**src/rtl/aes_round_sequencer.sv**
```systemverilog
// aes_round_sequencer
//   Control FSM for a shared iterative AES round datapath (one round per
//   clock). Supports AES-128/192/256 in both directions. A job is accepted on
//   the request channel. The datapath is then stepped through rounds 0..Nr,
//   and completion is reported on the response channel.
//
// Ports
//   clk, rst_n          clock, asynchronous active-low reset
//   req_valid/req_ready job request handshake (ready only in IDLE)
//   req_key_size        00=128, 01=192, 10=256, 11=invalid (rejected)
//   req_decrypt         direction of the requested job
//   abort               cancels a running job (INIT/ROUND/FINAL only)
//   dp_en               datapath performs a round this cycle
//   dp_first, dp_last   round 0 / final round strobes
//   dp_round            current round number 0..Nr
//   dp_key_idx          round-key index (reversed for decrypt)
//   dp_decrypt          latched direction
//   nr_out              latched Nr of the current/last job
//   busy                high in INIT, ROUND, FINAL
//   resp_valid/ready    completion handshake
//   resp_err            job rejected (invalid key size)
//   resp_decrypt        direction of the completed job
module aes_round_sequencer #(
  parameter int ROUND_W = 4,
  parameter int NR128   = 10,
  parameter int NR192   = 12,
  parameter int NR256   = 14
) (
  input  logic               clk,
  input  logic               rst_n,
  input  logic               req_valid,
  output logic               req_ready,
  input  logic [1:0]         req_key_size,
  input  logic               req_decrypt,
  input  logic               abort,
  output logic               dp_en,
  output logic               dp_first,
  output logic               dp_last,
  output logic [ROUND_W-1:0] dp_round,
  output logic [ROUND_W-1:0] dp_key_idx,
  output logic               dp_decrypt,
  output logic [ROUND_W-1:0] nr_out,
  output logic               busy,
  output logic               resp_valid,
  input  logic               resp_ready,
  output logic               resp_err,
  output logic               resp_decrypt
);

  typedef enum logic [2:0] {
    S_IDLE,
    S_INIT,
    S_ROUND,
    S_FINAL,
    S_RESP
  } state_t;

  localparam logic [ROUND_W-1:0] NR128_W = ROUND_W'(NR128);
  localparam logic [ROUND_W-1:0] NR192_W = ROUND_W'(NR192);
  localparam logic [ROUND_W-1:0] NR256_W = ROUND_W'(NR256);
  localparam logic [ROUND_W-1:0] ONE_W   = ROUND_W'(1);

  state_t             state, state_next;
  logic [ROUND_W-1:0] round_cnt, round_cnt_next;
  logic [ROUND_W-1:0] nr, nr_next;
  logic               decrypt, decrypt_next;
  logic               err, err_next;

  always_ff @(posedge clk or negedge rst_n) begin
    if (!rst_n) begin
      state     <= S_IDLE;
      round_cnt <= '0;
      nr        <= '0;
      decrypt   <= 1'b0;
      err       <= 1'b0;
    end else begin
      state     <= state_next;
      round_cnt <= round_cnt_next;
      nr        <= nr_next;
      decrypt   <= decrypt_next;
      err       <= err_next;
    end
  end

  always_comb begin
    state_next     = state;
    round_cnt_next = round_cnt;
    nr_next        = nr;
    decrypt_next   = decrypt;
    err_next       = err;

    case (state)
      S_IDLE: begin
        if (req_valid) begin
          decrypt_next   = req_decrypt;
          round_cnt_next = '0;
          err_next       = 1'b0;
          state_next     = S_INIT;
          case (req_key_size)
            2'b00:   nr_next = NR128_W;
            2'b01:   nr_next = NR192_W;
            2'b10:   nr_next = NR256_W;
            default: begin
              // Rejected job: report straight away, datapath never touched.
              nr_next    = '0;
              err_next   = 1'b1;
              state_next = S_RESP;
            end
          endcase
        end
      end
      S_INIT: begin
        // Nr is at least 10, so INIT always goes through ROUND.
        round_cnt_next = ONE_W;
        state_next     = S_ROUND;
      end
      S_ROUND: begin
        round_cnt_next = round_cnt + ONE_W;
        if (round_cnt == nr - ONE_W) state_next = S_FINAL;
      end
      S_FINAL: begin
        state_next = S_RESP;
      end
      S_RESP: begin
        if (resp_ready) begin
          state_next     = S_IDLE;
          round_cnt_next = '0;
        end
      end
      default: begin
        state_next     = S_IDLE;
        round_cnt_next = '0;
      end
    endcase

    // Abort overrides every busy-state transition, including FINAL->RESP.
    if (abort && (state == S_INIT || state == S_ROUND || state == S_FINAL)) begin
      state_next     = S_IDLE;
      round_cnt_next = '0;
    end
  end

  // Outputs are decoded from state so they drop as soon as reset asserts.
  always_comb begin
    busy         = (state == S_INIT) || (state == S_ROUND) || (state == S_FINAL);
    req_ready    = (state == S_IDLE);
    dp_en        = busy;
    dp_first     = (state == S_INIT);
    dp_last      = (state == S_FINAL);
    dp_round     = busy ? round_cnt : '0;
    dp_key_idx   = '0;
    if (busy) dp_key_idx = decrypt ? (nr - round_cnt) : round_cnt;
    dp_decrypt   = (busy || state == S_RESP) ? decrypt : 1'b0;
    nr_out       = nr;
    resp_valid   = (state == S_RESP);
    resp_err     = (state == S_RESP) ? err : 1'b0;
    resp_decrypt = (state == S_RESP) ? decrypt : 1'b0;
  end

endmodule

```
**config.mk**
```make
export PLATFORM = sky130hd
export DESIGN_NAME = aes_round_sequencer
export DESIGN_NICKNAME = d
export VERILOG_FILES = /design/src/rtl/aes_round_sequencer.sv
export SDC_FILE = /design/constraint.sdc
export NUM_CORES = 1
export LEC_CHECK = 0
export CAP_MARGIN = 20
export CORE_AREA = 2 2 56 47
export DETAILED_ROUTE_END_ITERATION = 7
export DIE_AREA = 0 0 58 49
export PLACE_DENSITY = 0.76
export SYNTH_ARGS = -nofsm -noshare
export SYNTH_HDL_FRONTEND = slang
export SYNTH_SLANG_ARGS = --single-unit
export TNS_END_PERCENT = 10
```
**constraint.sdc**
```tcl
create_clock -name clk -period 2.4 [get_ports clk]
set_input_delay 0.6 -clock clk [delete_from_list [all_inputs] [get_ports clk]]
set_output_delay 0.6 -clock clk [all_outputs]
set_load 0.02 [all_outputs]
```
; Word-level counts from Yosys, hierarchy flattened
; Index checks and enable logic that the tools add are counted.
[totals]
memories = 0
inputBits = 8
elab_cells = 47
ff_bits = 13
mem_bits_ro = 0
latch_bits = 0
mem_bits_rw = 0
out_inout_bits = 21
[op_classes]
reduce_logical = 10
div = 0
magnitude_cmp = 0
n_addsub = 3
n_shift = 0
muxes = 18
multipliers = 0
n_eq_ne = 11
n_bitwise = 0
[ops]
columns = op, count
row1 = two-way mux 4 bit, 6
row2 = one-hot mux 4 bit (5 select lines), 1
row3 = two-way mux 3 bit, 5
row4 = one-hot mux 3 bit (5 select lines), 1
row5 = one-hot mux 4 bit (3 select lines), 1
row6 = equality test 3 x 2 -> 1 bit (second input constant), 2
row7 = != test 3 x 2 -> 1 bit (second input constant), 2
row8 = AND reduction 3 bit, 2
row9 = adder 4 x 1 -> 4 bit (second input constant), 1
row10 = equality test 4 bit, 1
row11 = two-way mux 1 bit, 4
row12 = subtractor 4 x 1 -> 4 bit (second input constant), 1
row13 = subtractor 4 bit, 1
row14 = equality test 3 x 1 -> 1 bit (second input constant), 1
row15 = equality test 3 bit (second input constant), 1
row16 = zero test 3 bit, 1
row17 = logical OR 1 bit, 3
row18 = != test 3 x 1 -> 1 bit (second input constant), 1
row19 = OR reduction 3 bit, 1
row20 = equality test 2 x 1 -> 1 bit (second input constant), 1
row21 = equality test 2 bit (second input constant), 1
row22 = zero test 2 bit, 1
row23 = != test 2 x 1 -> 1 bit (second input constant), 1
row24 = AND reduction 2 bit, 1
row25 = logical AND 1 bit, 1

; Logic depth before layout (Yosys ltp)
; Gate-level depths: netlist of run 1.
[logic_depth]
ltp_word = 6
ltp_mapped = 6
depth_no_buf = 6

; Least setup slack after synthesis of run 1
; No wires, ideal clock.
[synth_timing]
path_kind = reg2out
from = register nr[1], in the netlist nr_out[1]
to = output port dp_key_idx[1]
path_stages_with_launch = 5
arrival_time_ns = 1.765
setup_slack_ns = 0.035
n_path_buf = 0
t_required_ns = 1.800
path_cell_list = dfrtp_1 -> inv_1 -> fa_1 -> mux2_2 -> nor3_1
[synth_between]
elab_chain_len = 3
[synth_lines]
columns = element, line_no
row1 = start: declaration, 65  ; logic [ROUND_W-1:0] nr, nr_next;
row2 = start signal: assignment, 79  ; nr <= nr_next;
row3 = subtractor 4 bit, 152  ; if (busy) dp_key_idx = decrypt ? (nr - round_cnt) : round_cnt;
row4 = two-way mux 4 bit (2 in series), 152
row5 = end: declaration, 40  ; output logic [ROUND_W-1:0] dp_key_idx,
; No other way between the ends.

; Worst setup path in the final report of run 1
[layout_timing]
from = register nr[1], in the netlist nr_out[1]
to = output port dp_key_idx[3]
; The elaborated chain is that of the path after synthesis.

==> metrics.txt, run 1 <==
Worst Tran Pin Value=about 590 ps; num ports=29; Arrival @ worst endpoint=between 1500 and 2000 ps; final wirelength=around 2.6 mm; Congestion Overflow GR=0; flops & latches, synth=12; Slew Limit Fails=0; dpl ws=-189 ps; failing checks=negative setup slack; Initial Util=0.426; pwr/cell area=around 950 mW/mm²; clk_skew=2.44 ps; DP Area=between 0.001 and 0.0015 mm²; EDFF count, synth=0; 1st-iter DRT viols=22; top fanout value on the critical path=3; Clock Latency Late Sink=approximately 280 ps; Crit-path slowest cell=dfrtp_1; Cells after DPL=~160; CTS Buf Count=3; Synth area leaders=dfrtp_1 (30%), ha_1 (10%), mux2_4 (4.6%); Final min period=~2500 ps; Sink Count=12; CTS H-Tree Depth=1; vias per cell=about 5.3; Diodes inserted=0; Final HPWL DP=between 1.5 and 2 mm; WP data required=around 1800 ps; largest net degree at the start of global routing=13; DR pass1 iterations=4; Final Cell Area=roughly 0.0014 mm²; Relative slew margins=0.608; overall power=approximately 1.3 mW; placer's final routability congestion estimate=0.826; critical path type=register to output port; RSZ-0062 raised after global routing=yes; DRC Markers=0; gr busiest metal=met2; DIE HEIGHT=49 µm; Synth warnings=0; Placement Rows=16; worst ir drop on vdd=~0.66 mV; drt wl/cell=15.9 µm; Post-Syn Nets=112; Hold Path Class=register to register; fmax=around 0.4 GHz; via count=roughly 860; sequential cell area fraction in the yosys report=0.303; Hold Buf Count CTS=0; status=complete, but fails checks; Levels on crit path=6; TritonCTS clock tree=built; CP Buf/Inv Count=1; GR Util All Layers=0.198; CTS Buffer Depth=2; Max-Cap Viols=0; first-pass GRT wire length=4.21 mm; antenna violations before repair=0; cell taking the most area after synthesis=dfrtp_1; Leakage=~0.74 nW; hold-critical path depth=1; Post-Synthesis Cells=95; met3 usage=0.0477; Yosys top cell area share=0.303; Final TNS setup=-70.1 ps; Setup crit end kind=output port; CORE AREA=roughly 0.0023 mm²; cell with the most instances after synthesis=dfrtp_1; top cell family by delay on the critical path=multiplexers; Post-synth ARST share=1.00; IO buf count=27; Top FF cell, synth=dfrtp_1; Layout Nets=around 150; Clock transition at path regs=roughly 80 ps; synth unique cells=38; Die Wd=approximately 58 µm; CP startpoint kind=register; antenna-violating nets left=0; GR Util met2=0.337; area grow syn2layout=43.9%; crit-path max cell delay=440 ps; cell area after synthesis=just under 0.001 mm²; Final Instance Count excl. Fillers=roughly 160; top post-synthesis cells by count=dfrtp_1 (12), inv_1 (9), ha_1 (8); vias in the first global route=870; Die ar.=approximately 0.0028 mm²; share of cells above drive strength 1=0.333; Root Driver=clkbuf_4; syn avg cell area=10.4 µm²; reg2reg path depth=5; fin crit share=1.02; Hold Violations, Final=0; critical path, cell by cell=ha_4 > nand3b_1 > nand2_1 > mux2i_1 > mux2_4 > buf_6; final setup fails=2; M1 GR Usage=0.248; Worst Setup Slack, final=-52.7 ps
==> routing by layer <==
layer	share of wire	wire [µm]
met1	0.44	1140
met2	0.49	1260
met3	0.052	135
met4	0.012	31
met5	0	0
==> registers in the layout, summed over array words and instances, names as in the netlist <==
name and flops:
decrypt 1, err 1, nr_out 3, state 3
round_cnt 4
==> path summary, 6_finish.rpt <==
| kind | slack (ps) | end | start |
|---|---|---|---|
| hold reg to reg | 530 | err | err |
| setup / recovery | -50 | dp_key_idx[3] | nr_out[1] |
| setup reg to reg | 850 | nr_out[2] | state[2] |
| max in group asynchronous | 1300 | state[2] | rst_n |
| hold / removal | 530 | err | err |
| min in group asynchronous | 690 | state[2] | rst_n |
==> metrics by stage <==
step / hold WS [ps] / utilization
detailed placement: 507 / 0.582
CTS: 526 / 0.607
floorplan: 304 / -
global route: 534 / 0.613
finish: 528 / 0.613
global placement: 492 / 0.582
==> layout make-up <==
type	instances	area, µm²
clock buffer	4	36.3
fill	208	898
inverter	9	33.8
multi-input combinational	67	632
sequential	12	302
tap	27	33.8
timing repair buffer	43	387
==> report_power, final <==
part           leakage, nW  switching (mW)  total, mW  internal, mW
registers            0.153          0.0812      0.335         0.254
logic                0.567           0.405      0.849         0.444
clock network       0.0210          0.0730      0.165        0.0923
total                0.740           0.559       1.35         0.790
==> cell families (layout without fill, tap and decap cells) <==
kind of cell	count (synthesis)	after routing	synth area share
other	1	1	0.00379
buffers and inverters	16	56	0.0961
XOR/XNOR	6	6	0.0531
AO/OA/AOI/OAI	14	14	0.113
multiplexers	7	7	0.0885
AND/OR/NAND/NOR	30	30	0.221
adder cells (fa/ha/maj)	9	9	0.121
flip-flops	12	12	0.303
==> repair_timing <==
action | 4_1_cts | 5_1_grt
gates resized for setup | 28 | 5
endpoints found under the setup margin | 9 | 6
buffers inserted | 0 | 0
pin swaps | 2 | 2
==> placed cells by master, fill, tap and decap left out, drive strengths merged, types with 2 or more instances in the layout <==
cell / n
ha: 8
nand3b: 2
a21oi: 2
inv: 9
mux2i: 2
clkdlybuf4s50: 17
xnor2: 5
dlygate4sd2: 4
dlymetal6s2s: 3
nand3: 2
clkbuf: 4
and2: 2
buf: 19
nor2: 4
a22o: 3
mux2: 5
o22ai: 3
and3: 3
dfrtp: 12
a31oi: 2
nand2b: 2
nand2: 5
nor3: 7
No activity file was read; power rests on OpenSTA's default activity.
==> run 2: changes to the inputs <==
--- a/config.mk
+++ b/config.mk
@@ -6,9 +6,9 @@
 export NUM_CORES = 1
 export LEC_CHECK = 0
 export CAP_MARGIN = 20
-export CORE_AREA = 2 2 56 47
+export CORE_AREA = 8 8 62 53
 export DETAILED_ROUTE_END_ITERATION = 7
-export DIE_AREA = 0 0 58 49
+export DIE_AREA = 0 0 70 61
 export PLACE_DENSITY = 0.76
 export SYNTH_ARGS = -nofsm -noshare
 export SYNTH_HDL_FRONTEND = slang
==> metrics.txt, run 2 (synthesis results as in run 1) <==
Slew Limit Fails=0 (unchanged); Placement Rows=16 (unchanged); Congestion Overflow GR=0 (unchanged); fmax=0.409 GHz (+0.34%); final core occ=0.620 (+0.00647); area grow syn2layout=45.4%; Sink Count=12 (unchanged); failing checks=negative setup slack; pwr/cell area=940 mW/mm² (-0.86%); TritonCTS clock tree=built; CTS Buffer Depth=2 (unchanged); DR pass1 iterations=4 (unchanged); Leakage=0.751 nW (+1.4%); Worst Setup Slack, final=-44.4 ps (+8.26 ps); worst reg2reg setup slack=900 ps (+50 ps); antenna-violating nets left=0 (unchanged); critical path, cell by cell=inv_2 > ha_4 > a21oi_1 > nand2_1 > mux2i_1 > mux2_4 > buf_6; Hold Path Class=register to register; Clock transition at path regs=80 ps (about the same); vias per cell=5.24 (-1.3%); final setup fails=1 (-1); clk_skew=5.17 ps (+2.73 ps); Hold Violations, Final=0 (unchanged); Hold Buf Count CTS=0 (unchanged); CP startpoint kind=register; worst hold slack=526 ps (-2.29 ps); Final min period=2440 ps (-8.26 ps); fin crit share=1.02 (-0.00344); share of cells above drive strength 1=0.350 (+0.0170); critical path type=register to output port; vias in the first global route=878 (+0.92%); CTS Buf Count=3 (unchanged); worst ir drop on vdd=0.634 mV (-3.9%); most frequent cells in the layout=buf_4 (20), clkdlybuf4s50_1 (16), dfrtp_1 (11); Cells after DPL=159 (+0.63%); Arrival @ worst endpoint=1840 ps (about the same); RSZ-0062 raised after global routing=yes; Layout Nets=155 (+1.3%); first-pass GRT wire length=4.35 mm (+3.3%); Max-Cap Viols=0 (unchanged); crit-path max cell delay=400 ps (-40 ps); DIE HEIGHT=61 µm (+24%); Die ar.=0.00427 mm² (+50%); num ports=29 (unchanged); Initial Util=0.426 (unchanged); DRC Markers=0 (unchanged); Die Wd=70 µm (+21%); GR Util All Layers=0.131 (-0.0667); Clock Latency Late Sink=270 ps (about the same); antenna violations before repair=0 (unchanged); Root Driver=clkbuf_4; CP Buf/Inv Count=2 (+1); final wirelength=2.74 mm (+6.3%); Top reg by flops=round_cnt; via count=860 (-0.12%); top fanout value on the critical path=3 (unchanged); CTS H-Tree Depth=1 (unchanged); status=complete, but fails checks; largest net degree at the start of global routing=13 (unchanged); placer's final routability congestion estimate=0.853 (+3.2%); Relative slew margins=0.627 (+0.0191); top cell family by delay on the critical path=multiplexers; WP data required=1800 ps (about the same); Final HPWL DP=2.23 mm (+13%); overall power=1.35 mW (+0.19%); Diodes inserted=0 (unchanged); Setup crit end kind=output port; Crit-path slowest cell=dfrtp_1; CORE AREA=0.00232 mm² (unchanged); dpl ws=-206 ps (-17.3 ps); max FFs per register=4 (unchanged); Final Instance Count excl. Fillers=164 (+1.2%); Worst Tran Pin Value=558 ps (-28.5 ps); IO buf count=27 (unchanged); commonest non-fill, non-tap cell in the layout=buf_4; 1st-iter DRT viols=23 (+4.5%); drt wl/cell=16.7 µm (+5.0%)
run 2: repair_timing:
item,CTS,global route
pin swaps,0,4
endpoints found under the setup margin,8,5
hold endpoints to repair,0,0
resized for setup,22,13
cloned,0,0
buffers inserted,0,1
run 2: path summary, 6_finish.rpt:
| kind | cells after the start | startpoint | endpoint |
|---|---|---|---|
| max in group asynchronous | 1 | rst_n | nr_out[1] |
| setup / recovery | 7 | round_cnt[2] | dp_key_idx[3] |
| hold reg to reg | 1 | err | err |
| min in group asynchronous | 1 | rst_n | round_cnt[2] |
| hold / removal | 1 | err | err |
| setup reg to reg | 5 | state[2] | decrypt |
run 2: per-stage QoR:
stage | cell area [µm²] | TNS [ps]
after global routing | 1440 | -191
after detailed placement | 1360 | -550
after floorplan | 990 | 0
after global placement | 1360 | -391
after CTS | 1390 | -136
final | 1440 | -44.4
run 2: final cells by class:
type | count | area [µm²]
Fill cell | 192 | 883
Multi-Input combinational cell | 67 | 631
Timing Repair Buffer | 45 | 403
Sequential cell | 12 | 302
Clock buffer | 4 | 36.3
Inverter | 9 | 33.8
Tap cell | 27 | 33.8
run 2: worst reg2reg max path, delay by kind of cell, from the launching register on:
family / cells / cell delay, ps
multiplexers: 1 / 320
AND/OR/NAND/NOR: 2 / 270
buffers and inverters: 2 / 350
flip-flops: 1 / 450
run 2: power breakdown:
group	internal, mW	total [mW]	switching, mW
clock network	0.0923	0.160	0.0682
registers	0.254	0.332	0.0779
logic	0.443	0.859	0.416
total	0.790	1.35	0.562
run 2: routing by layer:
metal,track usage,routed length (µm),vias to the layer above
met1,0.145,1190,418
met4,0.0514,46,0
li1,-,-,411
met5,0,0,-
met3,0.0490,178,6
met2,0.226,1320,25
